### config.mk
export PLATFORM = sky130hd
export DESIGN_NAME = hazard_scoreboard
export DESIGN_NICKNAME = d
export VERILOG_FILES = /design/src/rtl/hazard_scoreboard.sv
export SDC_FILE = /design/constraint.sdc
export NUM_CORES = 1
export LEC_CHECK = 0
export ABC_AREA = 0
export ABC_CLOCK_PERIOD_IN_PS = 10100
export CAP_MARGIN = 10
export CORE_UTILIZATION = 39
export CTS_CLUSTER_DIAMETER = 50
export DETAILED_ROUTE_END_ITERATION = 7
export DONT_BUFFER_PORTS = 1
export GPL_TIMING_DRIVEN = 0
export SYNTH_ARGS = -nofsm -noshare
export SYNTH_HDL_FRONTEND = slang
export SYNTH_SLANG_ARGS = --single-unit
### constraint.sdc
create_clock -name clk -period 10.1 [get_ports clk]
set_input_delay 0 -clock clk [delete_from_list [all_inputs] [get_ports clk]]
set_output_delay 0 -clock clk [all_outputs]
set_load 0.02 [all_outputs]
### src/rtl/hazard_scoreboard.sv
// Scoreboard hazard unit for the in-order MIPS pipeline: tracks in-flight GPR writers
// from X (stage 0) to W (stage NUM_STAGES-1) and derives forwarding selects and the decode stall.
module hazard_scoreboard #(
    parameter int unsigned REG_ADDR_W = 5,
    parameter int unsigned NUM_STAGES = 3,
    parameter int unsigned LOAD_STAGE = 2,
    parameter int unsigned FWD_W      = $clog2(NUM_STAGES + 1),
    parameter int unsigned CNT_W      = 16
) (
    input  logic                  clk,
    input  logic                  reset,
    input  logic                  d_valid,
    input  logic [REG_ADDR_W-1:0] d_rs,
    input  logic [REG_ADDR_W-1:0] d_rt,
    input  logic                  d_use_rs,
    input  logic                  d_use_rt,
    input  logic                  d_early,
    input  logic                  d_wr_en,
    input  logic [REG_ADDR_W-1:0] d_wr_addr,
    input  logic                  d_is_load,
    input  logic                  flush,
    input  logic                  freeze,
    output logic                  d_stall,
    output logic [FWD_W-1:0]      d_fwd_rs,
    output logic [FWD_W-1:0]      d_fwd_rt,
    output logic [FWD_W-1:0]      x_fwd_alu_src1,
    output logic [FWD_W-1:0]      x_fwd_alu_src2,
    output logic [CNT_W-1:0]      stall_cycles
);

    logic [NUM_STAGES-1:0]                 vld_q, vld_d;
    logic [NUM_STAGES-1:0]                 ld_q, ld_d;
    logic [NUM_STAGES-1:0][REG_ADDR_W-1:0] addr_q, addr_d;
    logic [FWD_W-1:0]                      xs1_q, xs1_d;
    logic [FWD_W-1:0]                      xs2_q, xs2_d;
    logic [CNT_W-1:0]                      cnt_q, cnt_d;

    logic [NUM_STAGES-1:0] match_rs, match_rt;
    logic [NUM_STAGES-1:0] first_rs, first_rt;
    logic                  hit_rs, hit_rt;
    logic                  ld_rs, ld_rt;
    logic [FWD_W-1:0]      idx_rs, idx_rt;
    logic [FWD_W-1:0]      xsel_rs, xsel_rt;
    logic                  stall_rs, stall_rt;
    logic                  hz_stall;
    logic                  issue;
    logic                  new_vld;

    function automatic logic [FWD_W-1:0] oh_index(input logic [NUM_STAGES-1:0] oh);
        logic [FWD_W-1:0] idx;
        idx = '0;
        for (int unsigned j = 0; j < NUM_STAGES; j++) begin
            if (oh[j]) idx = idx | FWD_W'(j);
        end
        return idx;
    endfunction

    // A consumer in X reads its operand one stage later than a decode-time consumer.
    function automatic logic src_stall(input logic hit, input logic is_ld,
                                       input logic [FWD_W-1:0] idx, input logic early);
        int unsigned rdy;
        int unsigned stg;
        rdy = is_ld ? LOAD_STAGE : 32'd1;
        stg = 32'(idx);
        if (!early) stg = stg + 32'd1;
        return hit && (stg < rdy);
    endfunction

    always_comb begin
        match_rs = '0;
        match_rt = '0;
        for (int unsigned j = 0; j < NUM_STAGES; j++) begin
            match_rs[j] = d_use_rs && (d_rs != '0) && vld_q[j] && (addr_q[j] == d_rs);
            match_rt[j] = d_use_rt && (d_rt != '0) && vld_q[j] && (addr_q[j] == d_rt);
        end
        // Isolating the lowest set bit selects the youngest writer.
        first_rs = match_rs & (~match_rs + 1'b1);
        first_rt = match_rt & (~match_rt + 1'b1);
    end

    always_comb begin
        hit_rs   = |match_rs;
        hit_rt   = |match_rt;
        idx_rs   = oh_index(first_rs);
        idx_rt   = oh_index(first_rt);
        ld_rs    = |(first_rs & ld_q);
        ld_rt    = |(first_rt & ld_q);
        stall_rs = src_stall(hit_rs, ld_rs, idx_rs, d_early);
        stall_rt = src_stall(hit_rt, ld_rt, idx_rt, d_early);
        xsel_rs  = (hit_rs && (idx_rs != FWD_W'(NUM_STAGES - 1))) ? idx_rs + 1'b1 : '0;
        xsel_rt  = (hit_rt && (idx_rt != FWD_W'(NUM_STAGES - 1))) ? idx_rt + 1'b1 : '0;
        hz_stall = d_valid && !flush && (stall_rs || stall_rt);
        issue    = d_valid && !flush && !hz_stall;
        new_vld  = issue && d_wr_en && (d_wr_addr != '0);
    end

    always_comb begin
        d_stall        = hz_stall || freeze;
        d_fwd_rs       = idx_rs;
        d_fwd_rt       = idx_rt;
        x_fwd_alu_src1 = xs1_q;
        x_fwd_alu_src2 = xs2_q;
        stall_cycles   = cnt_q;
    end

    always_comb begin
        vld_d  = vld_q;
        ld_d   = ld_q;
        addr_d = addr_q;
        xs1_d  = xs1_q;
        xs2_d  = xs2_q;
        cnt_d  = cnt_q;
        if (!freeze) begin
            vld_d  = {vld_q[NUM_STAGES-2:0], new_vld};
            ld_d   = {ld_q[NUM_STAGES-2:0], d_is_load};
            addr_d = {addr_q[NUM_STAGES-2:0], d_wr_addr};
            xs1_d  = (issue && !d_early) ? xsel_rs : '0;
            xs2_d  = (issue && !d_early) ? xsel_rt : '0;
            if (hz_stall && (cnt_q != '1)) cnt_d = cnt_q + 1'b1;
        end
    end

    always_ff @(posedge clk) begin
        if (reset) begin
            vld_q  <= '0;
            ld_q   <= '0;
            addr_q <= '0;
            xs1_q  <= '0;
            xs2_q  <= '0;
            cnt_q  <= '0;
        end else begin
            vld_q  <= vld_d;
            ld_q   <= ld_d;
            addr_q <= addr_d;
            xs1_q  <= xs1_d;
            xs2_q  <= xs2_d;
            cnt_q  <= cnt_d;
        end
    end

endmodule

==> insert_results.sql, run 1 <==
INSERT INTO impl_metrics (metric_group, metric, value, unit) VALUES
('synthesis', 'mappedNetlistArea', '2527', 'um^2'),
('clock_network', 'number_of_buffers_created_by_cts', '5', ''),
('synthesis', 'synthMuxAreaShare', '11.83', '%'),
('grt', 'antenna_found_initial', '0', ''),
('layout', 'postLayoutCoreUtil', '46.35', '%'),
('synthesis', 'synth_top_cell_by_area', 'dfxtp_1', ''),
('sta', 'setup_viol', '0', ''),
('routing', 'drt_wl_total', '6071', 'um'),
('sta', 'min_period_over_period', '48.28', '%'),
('die', 'width_of_the_die', '82.50', 'um'),
('clock_network', 'cts_post_setup_buffers_inserted', '0', ''),
('die', 'die-height', '82.50', 'um'),
('sta', 'grt_setup_unrepaired', 'false', ''),
('outcome', 'outcome', 'completed', ''),
('synthesis', 'yosys.area_share.simple', '24.85', '%'),
('die', 'num_rows', '28', ''),
('grt', 'grt.overflow.total', '0', ''),
('worst_setup_path', 'critPathArrivalTime', '5.07', 'ns'),
('synthesis', 'synth-compound-area-share', '12.38', '%'),
('clock_network', 'cts.path.max_buffers', '2', ''),
('placed_design', 'detailed_place_hpwl', '4598', 'um'),
('synthesis', 'post_synth_adder_cell_area', '3.465', '%'),
('synthesis', 'xor_xnor_share_of_the_synthesized_area', '11.44', '%'),
('sta', 'timing.clock.skew', '0.007033', 'ns'),
('grt', 'grt_pass1_vias', '2016', ''),
('synthesis', 'synth_top_cells_by_count', '41 x dfxtp_1, 34 x nor2_1, 24 x xnor2_1, 22 x mux2i_1, 22 x nand2_1', ''),
('sta', 'final_max_slew_viol_count', '0', ''),
('clock_network', 'post_cts.resized_instances', '0', ''),
('clock_network', 'clock_insertion_delay_worst_skew', '0.30', 'ns'),
('sta', 'max_clock_freq', '205.1', 'MHz'),
('clock_network', 'tritoncts_clock_tree', 'done', ''),
('synthesis', 'synth.top_cells.by_area', 'dfxtp_1 32%, mux2i_1 8.7%, xnor2_1 8.3%', ''),
('placed_design', 'place.gp.congestion', '0.8279', ''),
('synthesis', 'synth-seq-area-share', '32.48', '%'),
('grt', 'wire_length_of_the_first_global_routing_pass', '9894', 'um'),
('synthesis', 'yosysUniqueCellTypes', '46', ''),
('min_path', 'hold_class', 'in2reg', ''),
('routing', 'detailedRoute.firstPassIterationCount', '4', ''),
('power_and_ir_drop', 'pwr_density_cell', '127.0', 'nW/um^2'),
('sta', 'final_hold_viol_count', '0', ''),
('sta', 'timing_worst_slew_pin_value', '1.039', 'ns'),
('worst_setup_path', 'worst_setup_path_end_kind', 'flip-flop', ''),
('die', 'boundaryPins', '50', ''),
('routing', 'drc', '0', ''),
('synthesis', 'number_of_flip_flops_and_latches_in_the_synthesized_netlist', '41', ''),
('sta', 'fin_tns_setup', '0', 'ns'),
('die', 'floorplan.core_area', '6096', 'um^2'),
('clock_network', 'cts_h_tree_lvls', '2', ''),
('clock_network', 'clkSinkCount', '41', ''),
('layout', 'layout_fillers', '641', ''),
('synthesis', 'synth_edf_count', '0', ''),
('synthesis', 'synth_nets', '324', ''),
('synthesis', 'combinational_family_with_the_most_area_after_synthesis', 'simple AND/OR/NAND/NOR gates', ''),
('placed_design', 'portBuffers', '0', ''),
('routing', 'via_per_inst', '5.526', ''),
('grt', 'grt_start_max_net_pins', '14', ''),
('layout', 'fraction_of_layout_cells_with_a_size_suffix_above_1', '9.121', '%'),
('power_and_ir_drop', 'power.static_leakage', '1.036', 'nW'),
('worst_setup_path', 'cp_data_required_time', '10.29', 'ns'),
('routing', 'antenna_left', '0', ''),
('die', 'starting_density_of_the_core', '41.46', '%'),
('clock_network', 'buffer_type_at_the_clock_tree_root', 'clkbuf_8', ''),
('worst_setup_path', 'startpoint_type', 'flip-flop', ''),
('worst_setup_path', 'worstPathMaxFanout', '10', ''),
('routing', 'drt_first_iter_violations', '91', ''),
('die', 'die-area', '6806', 'um^2'),
('synthesis', 'mapped_avg_cell_area', '8.656', 'um^2'),
('synthesis', 'ys_warn_count', '0', ''),
('synthesis', 'synth_most_common_cell', 'dfxtp_1', ''),
('power_and_ir_drop', 'max-vdd-ir-drop', '0.08064', 'mV'),
('routing', 'drt-wirelength-per-cell', '15.89', 'um');
## cells in the final DEF, fill, tap and decap left out, types with 8 or more instances in the layout
master     n
o21ai_0   14
dfxtp_1   41
nand2_1   22
or4_1     11
nor2_1    34
xor2_1     9
nor2b_1   10
clkbuf_1   8
xnor2_1   24
mux2i_1   22
nor3_1    11
inv_1     12
## metrics by stage
step                area [um^2]  instances  hold WS, ns  total power, mW  setup slack [ns]
detailed placement         2621        367       0.1528           0.2008             5.367
CTS                        2825        382      0.05944           0.3619             5.313
global placement           2621        367       0.1463           0.2004             5.404
finish                     2825        382      0.04875           0.3587             5.223
floorplan                  2527        292       0.1439           0.1948             6.062
global route               2825        382       0.1064           0.3712             4.968
## worst paths after layout
check / end / slack [ns] / from / cells after the start
min reg2reg: vld_q[0] / 0.52 / vld_q[0] / 2
max: stall_cycles[15] / 5.22 / addr_q[11] / 15
max reg2reg: stall_cycles[15] / 5.22 / addr_q[11] / 15
min: vld_q[0] / 0.05 / d_wr_addr[3] / 3
## report_power, final
| group | internal, mW | switching, mW | total [mW] | leakage [nW] |
|---|---|---|---|---|
| Sequential | 0.164 | 0.00426 | 0.169 | 0.332 |
| Clock | 0.0983 | 0.0610 | 0.159 | 0.0681 |
| Combinational | 0.0151 | 0.0157 | 0.0308 | 0.636 |
| Total | 0.278 | 0.0810 | 0.359 | 1.04 |
## area by class of cell
| class | count | area (um^2) | share of cell area, % |
|---|---|---|---|
| buffer | 10 | 45.04 | 1.594 |
| sequential | 41 | 820.8 | 29.05 |
| inverter | 12 | 45.04 | 1.594 |
| clock buffer | 5 | 68.82 | 2.436 |
| multi-input combinational | 229 | 1617 | 57.22 |
| clock inverter | 3 | 65.06 | 2.303 |
| tap | 75 | 93.84 | 3.322 |
| timing repair buffer | 7 | 70.07 | 2.480 |
## state kept, by name, summed over array words and instances, names as in the netlist
name            count
addr_q             15
ld_q                3
stall_cycles       16
vld_q               3
x_fwd_alu_src1      2
x_fwd_alu_src2      2
## critical path, cell delays in order, from the launching register on
cell      delay [ns]
dfxtp_1         0.40
xnor2_1         0.14
nand4_1         0.12
nor4_1          0.72
nor3b_1         0.92
ha_1            0.39
o21ai_0         0.19
ha_1            0.28
inv_1           0.09
nor3_1          0.07
o22a_1          0.24
a211oi_4        0.24
o21ai_2         0.13
buf_6           0.17
nor4_1          0.29
mux2_2          0.37
## kinds of logic after synthesis
group / count (synthesis)
simple gates: 118
buf+inv: 22
fa+ha+maj: 7
compound gates: 42
flops: 41
xor+xnor: 33
mux: 29
## metal layers
layer  vias to the layer above  GRT usage (%)  wire length [um]
met5                         -              0                 0
met4                         0          6.034                90
met3                        10          5.165               311
met2                        47          31.57              2808
met1                       989          25.02              2861
li1                       1065              -                 -
Note: power is estimated with default switching activity, not from simulation.
==> run 2, diff against run 1 <==
--- a/config.mk
+++ b/config.mk
@@ -6,7 +6,7 @@
 export NUM_CORES = 1
 export LEC_CHECK = 0
 export ABC_AREA = 0
-export ABC_CLOCK_PERIOD_IN_PS = 10100
+export ABC_CLOCK_PERIOD_IN_PS = 4500
 export CAP_MARGIN = 10
 export CORE_UTILIZATION = 39
 export CTS_CLUSTER_DIAMETER = 50
==> constraint.sdc (replaced) <==
create_clock -name clk -period 4.5 [get_ports clk]
set_input_delay 0 -clock clk [delete_from_list [all_inputs] [get_ports clk]]
set_output_delay 0 -clock clk [all_outputs]
set_load 0.02 [all_outputs]
==> insert_results.sql, run 2 (synthesis results as in run 1) <==
INSERT INTO impl_metrics (metric_group, metric, value, unit) VALUES
('clock_network', 'cts.path.max_buffers', '2', ''),
('clock_network', 'cts_post_setup_buffers_inserted', '0', ''),
('grt', 'grt_pass1_vias', '2015', ''),
('routing', 'antenna_left', '0', ''),
('placed_design', 'detailed_place_hpwl', '4598', 'um'),
('layout', 'areaGrowthSynthToFinish', '13.61', '%'),
('power_and_ir_drop', 'pwr_density_cell', '280.7', 'nW/um^2'),
('sta', 'min_period_over_period', '90.60', '%'),
('grt', 'wire_length_of_the_first_global_routing_pass', '9887', 'um'),
('layout', 'fraction_of_layout_cells_with_a_size_suffix_above_1', '11.07', '%'),
('routing', 'via_count', '2110', ''),
('min_path', 'holdCritStartpoint', 'd_wr_addr[3]', ''),
('clock_network', 'clkSinkCount', '41', ''),
('grt', 'global_route.usage.total', '19.43', '%'),
('die', 'width_of_the_die', '82.50', 'um'),
('placed_design', 'place_worst_setup_slack', '-0.2327', 'ns'),
('sta', 'final_max_slew_viol_count', '0', ''),
('clock_network', 'number_of_buffers_created_by_cts', '5', ''),
('worst_setup_path', 'worst-setup-path-type', 'reg2reg', ''),
('routing', 'drt-wirelength-per-cell', '15.96', 'um'),
('grt', 'global_route.peak_usage_layer', 'met2', ''),
('sta', 'fin_tns_setup', '0', 'ns'),
('grt', 'grt.overflow.total', '0', ''),
('die', 'die-area', '6806', 'um^2'),
('sta', 'final_hold_viol_count', '0', ''),
('layout', 'largest_reg_flops', '16', ''),
('sta', 'finalWorstSetupSlack', '0.4232', 'ns'),
('placed_design', 'place_inst', '367', ''),
('job', 'drv_cap', '0', ''),
('grt', 'grt_start_max_net_pins', '14', ''),
('layout', 'layout.cells.most_common_list', '41 x dfxtp_1, 34 x nor2_1, 24 x xnor2_1', ''),
('routing', 'drt_wl_total', '6096', 'um'),
('worst_setup_path', 'crit_chain', 'xor2_1 > or4_1 > nor3_2 > inv_1 > ha_1 > o21ai_0 > ha_1 > inv_1 > a2111oi_4 > nor3_2 > o21ai_2 > buf_6 > nor4_1 > mux2_2', ''),
('layout', 'layout.cells.most_common', 'dfxtp_1', ''),
('sta', 'setup_viol', '0', ''),
('die', 'num_rows', '28', ''),
('sta', 'grt_setup_unrepaired', 'false', ''),
('routing', 'detailedRoute.firstPassIterationCount', '4', ''),
('die', 'floorplan.core_area', '6096', 'um^2'),
('worst_setup_path', 'worst_setup_path_end_kind', 'flip-flop', ''),
('worst_setup_path', 'startpoint_type', 'flip-flop', ''),
('worst_setup_path', 'critical_path.reg2reg.startpoint', 'addr_q[8]', ''),
('worst_setup_path', 'worst-path-buf-inv', '3', ''),
('clock_network', 'buffer_type_at_the_clock_tree_root', 'clkbuf_8', ''),
('min_path', 'hold_class', 'in2reg', ''),
('worst_setup_path', 'critPathArrivalTime', '4.27', 'ns'),
('placed_design', 'portBuffers', '0', ''),
('power_and_ir_drop', 'max-vdd-ir-drop', '0.1811', 'mV'),
('layout', 'antennaDiodeCount', '0', ''),
('worst_setup_path', 'r2r_setup_slk', '0.42', 'ns'),
('layout', 'nets', '338', ''),
('clock_network', 'cts_h_tree_lvls', '2', ''),
('die', 'starting_density_of_the_core', '41.46', '%'),
('sta', 'timing.clock.skew', '0.006915', 'ns'),
('routing', 'via_per_inst', '5.524', ''),
('layout', 'final_cell_count_no_fill', '382', ''),
('routing', 'drt_first_iter_violations', '102', ''),
('grt', 'antenna_found_initial', '0', ''),
('die', 'die-height', '82.50', 'um'),
('sta', 'relSlewSlack', '49.48', '%'),
('sta', 'max_clock_freq', '245.3', 'MHz'),
('clock_network', 'worst_setup_hold_path_clk_slew', '0.08', 'ns'),
('worst_setup_path', 'worstPathMaxFanout', '10', ''),
('power_and_ir_drop', 'power.static_leakage', '1.052', 'nW'),
('layout', 'postLayoutCoreUtil', '47.11', '%'),
('worst_setup_path', 'cp_data_required_time', '4.69', 'ns'),
('clock_network', 'clock_insertion_delay_worst_skew', '0.29', 'ns'),
('grt', 'globalRouteMet3Util', '5.165', '%'),
('grt', 'gr-usage-met1', '25.02', '%'),
('placed_design', 'place.gp.congestion', '0.8279', ''),
('routing', 'drc', '0', ''),
('outcome', 'outcome', 'completed', ''),
('clock_network', 'tritoncts_clock_tree', 'done', ''),
('worst_setup_path', 'critical-path-top-delay-family', 'simple AND/OR/NAND/NOR gates', ''),
('sta', 'period_minus_slack', '4.077', 'ns'),
('worst_setup_path', 'worst_setup_path_startpoint', 'addr_q[8]', ''),
('sta', 'timing_worst_slew_pin_value', '0.7578', 'ns'),
('die', 'boundaryPins', '50', ''),
('worst_setup_path', 'critPathSlowestCell', 'or4_1', ''),
('grt', 'groute.layer.met2.usage', '31.57', '%'),
('worst_setup_path', 'timing.critical_path.slowest_cell_delay', '0.63', 'ns');
==> run 2: final cells by class <==
class	instances	area [um^2]
Fill cell	635	3224
Multi-Input combinational cell	229	1663
Sequential cell	41	820.8
Tap cell	75	93.84
Timing Repair Buffer	7	70.07
Clock buffer	5	68.82
Clock inverter	3	65.06
Buffer	10	45.04
Inverter	12	45.04
==> run 2: timing repair <==
item,4_1_cts,5_1_grt
hold endpoints to repair,7,0
hold buffers,7,0
endpoints found under the setup margin,18,17
gates resized for setup,2,7
==> run 2: per-layer routing <==
layer / wire length, um / share of wire [%] / vias to the layer above
li1: - / - / 1062
met1: 2812 / 46 / 980
met2: 2855 / 47 / 59
met3: 341 / 5.6 / 9
met4: 87 / 1.4 / 0
met5: 0 / 0 / -
==> run 2: final timing paths <==
check,end,depth (start not counted)
setup reg to reg,stall_cycles[15],14
setup / recovery,stall_cycles[15],14
hold / removal,vld_q[0],3
hold reg to reg,vld_q[0],2
==> run 2: worst register-to-register path: stages (launching register included) <==
cell	delay [ns]
dfxtp_1	0.37
xor2_1	0.18
or4_1	0.63
nor3_2	0.46
inv_1	0.09
ha_1	0.31
o21ai_0	0.18
ha_1	0.27
inv_1	0.10
a2111oi_4	0.06
nor3_2	0.36
o21ai_2	0.12
buf_6	0.17
nor4_1	0.29
mux2_2	0.37
==> run 2: per-stage QoR <==
step	hold slack (ns)	power [mW]	area (um^2)
3_5_place_dp	0.1528	0.4506	2621
3_3_place_gp	0.1463	0.4497	2621
5_1_grt	0.1064	0.8344	2872
6_report	0.04962	0.8061	2872
4_1_cts	0.05944	0.8124	2835
2_1_floorplan	0.1439	0.4371	2527
==> run 2: power by group <==
| part | switching, mW | internal (mW) | leakage (nW) |
|---|---|---|---|
| combinational | 0.0362 | 0.0340 | 0.652 |
| clock | 0.137 | 0.221 | 0.0681 |
| sequential | 0.00941 | 0.369 | 0.332 |
| total | 0.183 | 0.623 | 1.05 |
